===== src/rtl/seg_scan.sv =====
// seg_scan: 4-digit multiplexed 7-seg driver; outputs registered (1-cycle latency), no backpressure.
// Optional leading-zero blanking via SEG_LZ_BLANK_EN; digits are latched once per frame.
module seg_scan #(
  parameter int SCAN_DIV = 100000,
  parameter int GAP_CYC  = 1000
) (
  input  logic        clk,
  input  logic        btnC,
  input  logic [15:0] bcd_in,
  input  logic [3:0]  blank,
  output logic [3:0]  segEn,
  output logic [6:0]  seg
);

  localparam int CW = (SCAN_DIV > 1) ? $clog2(SCAN_DIV) : 1;

  logic [CW-1:0] div_cnt;
  logic [1:0]    dig_sel;
  logic [15:0]   shadow;
  logic          slot_end;
  logic          frame_end;
  logic [3:0]    nib;
  logic [3:0]    lz_blank;
  logic          dark;
  logic [3:0]    en_d;
  logic [6:0]    seg_d;

  assign slot_end  = (div_cnt == CW'(SCAN_DIV - 1));
  assign frame_end = slot_end && (dig_sel == 2'd3);

  always_ff @(posedge clk or posedge btnC) begin
    if (btnC) begin
      div_cnt <= '0;
      dig_sel <= 2'd0;
      shadow  <= 16'h0000;
    end else begin
      div_cnt <= slot_end ? '0 : div_cnt + 1'b1;
      if (slot_end)
        dig_sel <= dig_sel + 2'd1;
      // Only whole frames are shown, so a mid-frame bcd_in change never tears the display.
      if (frame_end)
        shadow <= bcd_in;
    end
  end

  function automatic logic [6:0] decode(input logic [3:0] n);
    case (n)
      4'd0:    decode = 7'h40;
      4'd1:    decode = 7'h79;
      4'd2:    decode = 7'h24;
      4'd3:    decode = 7'h30;
      4'd4:    decode = 7'h19;
      4'd5:    decode = 7'h12;
      4'd6:    decode = 7'h02;
      4'd7:    decode = 7'h78;
      4'd8:    decode = 7'h00;
      4'd9:    decode = 7'h10;
      default: decode = 7'h3F;
    endcase
  endfunction

  always_comb begin
    case (dig_sel)
      2'd0:    nib = shadow[3:0];
      2'd1:    nib = shadow[7:4];
      2'd2:    nib = shadow[11:8];
      default: nib = shadow[15:12];
    endcase
  end

`ifdef SEG_LZ_BLANK_EN
  always_comb begin
    lz_blank    = 4'b0000;
    lz_blank[3] = (shadow[15:12] == 4'd0);
    lz_blank[2] = lz_blank[3] && (shadow[11:8] == 4'd0);
    lz_blank[1] = lz_blank[2] && (shadow[7:4] == 4'd0);
  end
`else
  assign lz_blank = 4'b0000;
`endif

  // Gap at the start of every slot lets the previous anode fully turn off before new cathodes.
  always_comb begin
    dark  = (div_cnt < CW'(GAP_CYC)) || blank[dig_sel] || lz_blank[dig_sel];
    en_d  = dark ? 4'b1111 : ~(4'b0001 << dig_sel);
    seg_d = dark ? 7'h7F : decode(nib);
  end

  always_ff @(posedge clk or posedge btnC) begin
    if (btnC) begin
      segEn <= 4'b1111;
      seg   <= 7'h7F;
    end else begin
      segEn <= en_d;
      seg   <= seg_d;
    end
  end

endmodule


===== config.mk =====
export PLATFORM = sky130hd
export DESIGN_NAME = seg_scan
export DESIGN_NICKNAME = d
export VERILOG_FILES = /design/src/rtl/seg_scan.sv
export SDC_FILE = /design/constraint.sdc
export NUM_CORES = 1
export LEC_CHECK = 0
export CAP_MARGIN = 5
export CORE_ASPECT_RATIO = 2
export CORE_MARGIN = 5
export CORE_UTILIZATION = 45
export CTS_CLUSTER_DIAMETER = 200
export CTS_CLUSTER_SIZE = 10
export DETAILED_ROUTE_END_ITERATION = 12
export MAX_ROUTING_LAYER = met4
export PLACE_DENSITY = 0.65
export RECOVER_POWER = 50
export SETUP_SLACK_MARGIN = 0.05
export SLEW_MARGIN = 20
export SYNTH_ARGS = -nofsm -noshare
export SYNTH_HDL_FRONTEND = slang
export SYNTH_SLANG_ARGS = --single-unit

===== constraint.sdc =====
create_clock -name clk -period 2.9 [get_ports clk]
set_clock_uncertainty 0.2 [all_clocks]
set_input_delay 0.87 -clock clk [delete_from_list [all_inputs] [get_ports clk]]
set_output_delay 0.87 -clock clk [all_outputs]
set_load 0.005 [all_outputs]

Yosys cells after proc, flatten, opt, wreduce, memory -nomap -nowiden
Memory sizes are Yosys's and may differ from the RTL's.
Index checks and enable logic that the tools add are counted.
Storage, ports and cells
  register bits: 46
  memory bits (read-only): 112
  memories: 1
Operators by class
  add/sub/neg operators: 2
  order comparisons: 2
  equal/unequal tests: 4
  bitwise logic cells: 1
  reduce and logical (&&, ||, !) cells: 4
  shifts and indexed selects: 1
  mux-type cells: 8
Memory list
  (no name shown): words 16, bits a word 7, rd ports 1, clocked after Yosys merged registers in 0, wr ports 0, RTL line 47  | case (n)
Operators with widths (count)
  17-bit by 1-bit adder with 17-bit output, second input constant: 1
  17-bit equality test, second input constant: 1
  17-bit by 10-bit less-than comparator with 1-bit output, second input constant: 1
  17-bit two-way mux: 1
  4-bit case mux with 3 select lines: 1
  7-bit two-way mux: 1
  1-bit binary-select mux with 2-bit select: 2
  2-bit equality test, second input constant: 2
  4-bit two-way mux: 1
  4-bit NOT: 1
  1-bit by 2-bit left shift with 4-bit output, first input constant: 1
  2-bit by 3-bit less-than comparator with 1-bit output, second input constant: 1
  2-bit by 1-bit adder with 2-bit output, second input constant: 1
  2-bit by 1-bit equality test with 1-bit output, second input constant: 1
  2-bit logical NOT: 1
  1-bit logical OR: 2
  1-bit two-way mux: 2
  1-bit logical AND: 1

Depth between registers and ports, before layout
  depth after elaboration: 5
  gate-level depth with buffers: 9

Least setup slack after synthesis
OpenSTA, ideal clock, no wires.
  path type: register to register
  start point: register dig_sel[0]
  end point: register seg[3]
  slack: 0.588 ns
  arrival time: 2.017 ns
  required time: 2.605 ns
  stages on the path, launching flop included: 9
  cells stage by stage: dfrtp_1 > ha_1 > clkbuf_1 > mux2i_1 > inv_1 > ha_1 > inv_1 > o21ai_0 > o2111ai_1
Between the ends
  cells in the longest elaborated chain, start to end: 5
  elaborated cells on any way between the ends: 12
RTL lines
  from (decl): RTL line 18  | logic [1:0] dig_sel;
  from (signal assigned): RTL line 39  | dig_sel <= dig_sel + 2'd1;
  parallel branches: the longest is 4 deep, another holds memory read 16 x 7 bit
  7-bit two-way mux *: RTL line 86  | seg_d = dark ? 7'h7F : decode(nib);
  named net seg_d[3]: RTL line 26  | logic [6:0] seg_d;
  to (signal assigned): RTL line 95  | seg <= seg_d;
  to (decl): RTL line 12  | output logic [6:0] seg
Mark *: on every way through the listed nets, which the timed path passes. The select of a mux whose other input is x is not followed.
A chain may end at the register's enable or synchronous reset.

Worst setup path in the final report
Same ends and word-level chain as after synthesis.

==> results_dict.tcl <==
set metrics [dict create \
    status "finished clean" \
    synth_edf_count 0 \
    min_period_over_period 0.876 \
    path_buf_inv 3 \
    power_frac_comb 0.074 \
    htreeDepth 2 \
    drive_gt1_frac 0.194 \
    crit_start "dig_sel[0]" \
    use_met1 0.150 \
    clock_path_buffers 2 \
    max_stage_delay_ns 0.47 \
    syn_area_per_cell_um2 12.0 \
    hold_class "reg -> reg" \
    postSynthCellCount 190 \
    slew_viol_final 0 \
    use_met2 0.280 \
    postLayoutSetupSlackWorst_ns 0.361 \
    grt.met3_usage 0.0280 \
    synth_flop_cell "dfrtp_1" \
    crit_top_cell "inv_1" \
    vias 1545 \
    area_growth_pct 20.0 \
    path_class "reg -> reg" \
    drc_errors 0 \
    p_clk_frac 0.345 \
    grt_max_degree 47 \
    drtIter0Drc 34 \
    switching_share 0.234 \
    grt_pass1_wl_um 7710 \
    p_leak_nw 1.19 \
    root_buffer "clkbuf_8" \
    setup_viol 0 \
    postCtsHoldBufs 0 \
    rsz0062_at_grt "false" \
    clock_sinks 46 \
    timing.fmax_ghz 0.394 \
    layout.nets 257 \
    yosys-top-cells-count "dfrtp_1 (35), inv_1 (13), nand2_1 (13)" \
    finalSetupTns_ns 0 \
    worstMarginPinSlew_ns 1.13 \
    layout_min_cycle_time_ns 2.54 \
    drv_cap 0 \
    ff_latch_area_mm2 0.00116 \
    cts_tree "done" \
    rows 36 \
    switchingPower_mw 0.265 \
    fillers 436 \
    core_mm2 0.00491 \
    ys_types 38 \
    cpLargestDelayFamily "adder cells" \
    cts_setup_buffers 0 \
    io_buffers 32 \
    ys_ff_latch 46 \
    p_int_mw 0.871 \
    p_seq_frac 0.582 \
    reg2reg_from "dig_sel[0]" \
    place_area_mm2 0.00266 \
    grt_busiest_layer "met2" \
    dp_hpwl_um 3430 \
    num_antenna_cells 0 \
    antenna_found_initial 0 \
    die_area_mm2 0.00668 \
    synth-async-reset-ratio 1.00 \
    synth_top_area_frac 0.384 \
    stdcell_area_mm2 0.00274 \
    drtAntennaViolNets 0 \
    yosys_warnings 0 \
    worstPathMaxFanout 8 \
    drt-vias-per-instance 5.44 \
    crit_path_end_kind "flip-flop" \
    gp_congestion 0.809 \
    power_density_mw_per_mm2 415 \
    first_pass_iters 4 \
    ctsResizeCount 0 \
    grt_usage 0.155 \
    cp-start-kind "flip-flop" \
    wl_um 4530 \
    synth.net_count 221 \
    critPathSlowestCell "mux2i_1" \
    cp_cell_sequence "inv_1, ha_1, a222oi_1, mux2i_1, inv_1, ha_1, inv_1, o21ai_0, o2111ai_1" \
    required_ns 2.91 \
    grt_pass1_vias 1720 \
    clk_pin_slew_ns 0.09 \
    cts_buffers 5 \
    arrival_ns 2.55 \
    die_height_um 111 \
    clock_latency_ns 0.30 \
    start_util 0.465 \
    yosysMostFrequentCell "dfrtp_1" \
    post_drt_wl_per_cell_um 16.0 \
    vdd_drop_max_mv 0.364 \
    multi_input_area_mm2 0.00102 \
    seq_area_frac_synth 0.511 \
    hold_violations 0 \
    min-delay-start "div_cnt[0]" \
    synthesis.area_mm2 0.00228 \
    pre_cts_ws_ns 0.338 \
    yosysTopAreaCell "dfrtp_1" \
    synth_area_leaders "dfrtp_1 (38%), dfstp_2 (13%), mux2_4 (6.6%)" \
    slew_headroom 0.246 \
    overflow 0 \
    io_pins 33 \
    die_x_um 60.3 \
]
-- worst register-to-register path: stages, from the launching register on --
cell	delay (ns)
dfrtp_1	0.46
inv_1	0.15
ha_1	0.28
a222oi_1	0.14
mux2i_1	0.47
inv_1	0.10
ha_1	0.32
inv_1	0.04
o21ai_0	0.17
o2111ai_1	0.14
-- cell usage in the layout (no fill, tap or decap), types with 4 or more instances in the layout --
master,n
nand3_1,7
nand2_1,13
nor2_1,9
mux2_2,7
mux2i_1,7
nor3_1,7
nand4_1,5
dfrtp_1,35
inv_1,12
xor2_1,7
clkdlybuf4s50_1,31
a222oi_1,4
ha_1,9
and4_1,4
dfstp_2,11
clkbuf_8,5
o21ai_0,8
mux2_4,10
xnor2_1,7
-- power groups by stage --
stage	registers [mW]	logic (mW)	clock network [mW]
floorplan	0.669	0.0434	0
finish	0.661	0.0839	0.391
global placement	0.673	0.0851	0
detailed placement	0.673	0.0860	0
CTS	0.661	0.0862	0.407
global route	0.662	0.0935	0.434
-- cell type report --
cell class	instances	area share
clock buffer	5	0.0251
clock inverter	3	0.00777
inverter	13	0.0178
multi-input combinational	125	0.373
sequential	46	0.426
tap	57	0.0261
timing repair buffer	35	0.124
-- flip-flops by register name (all words and copies together) (netlist names) --
name	flops
div_cnt	17
seg	7
segEn	4
shadow	16
dig_sel	2
-- cell families (layout without fill, tap and decap cells) --
group / Yosys count / count (layout) / share of synthesized area
compound gates: 22 / 22 / 0.0691
flops: 46 / 46 / 0.511
xor+xnor: 14 / 14 / 0.0538
simple gates: 56 / 56 / 0.147
mux: 24 / 24 / 0.131
buf+inv: 19 / 56 / 0.0389
fa+ha+maj: 9 / 9 / 0.0494
-- worst paths after layout --
check | cells after the start | to | slack, ns
hold / removal | 1 | div_cnt[0] | 0.30
setup reg to reg | 9 | seg[3] | 0.36
hold reg to reg | 1 | div_cnt[0] | 0.30
max in group asynchronous | 3 | div_cnt[1] | 0.64
setup / recovery | 9 | seg[3] | 0.36
min in group asynchronous | 3 | shadow[1] | 1.17
-- through the flow --
stage	hold WS [ns]	util	power (mW)	std cells
after floorplan	0.255	-	0.713	190
after global placement	0.289	0.541	0.758	276
after detailed placement	0.295	0.541	0.759	276
after CTS	0.307	0.559	1.15	284
after global routing	0.334	0.558	1.19	284
final	0.305	0.558	1.14	284
-- metal layers --
metal / vias up / part of all wire
met4: 0 / 0.035
met1: 757 / 0.35
met5: - / 0
li1: 743 / -
met2: 30 / 0.58
met3: 15 / 0.033
Power figures use the tool's default switching activity.
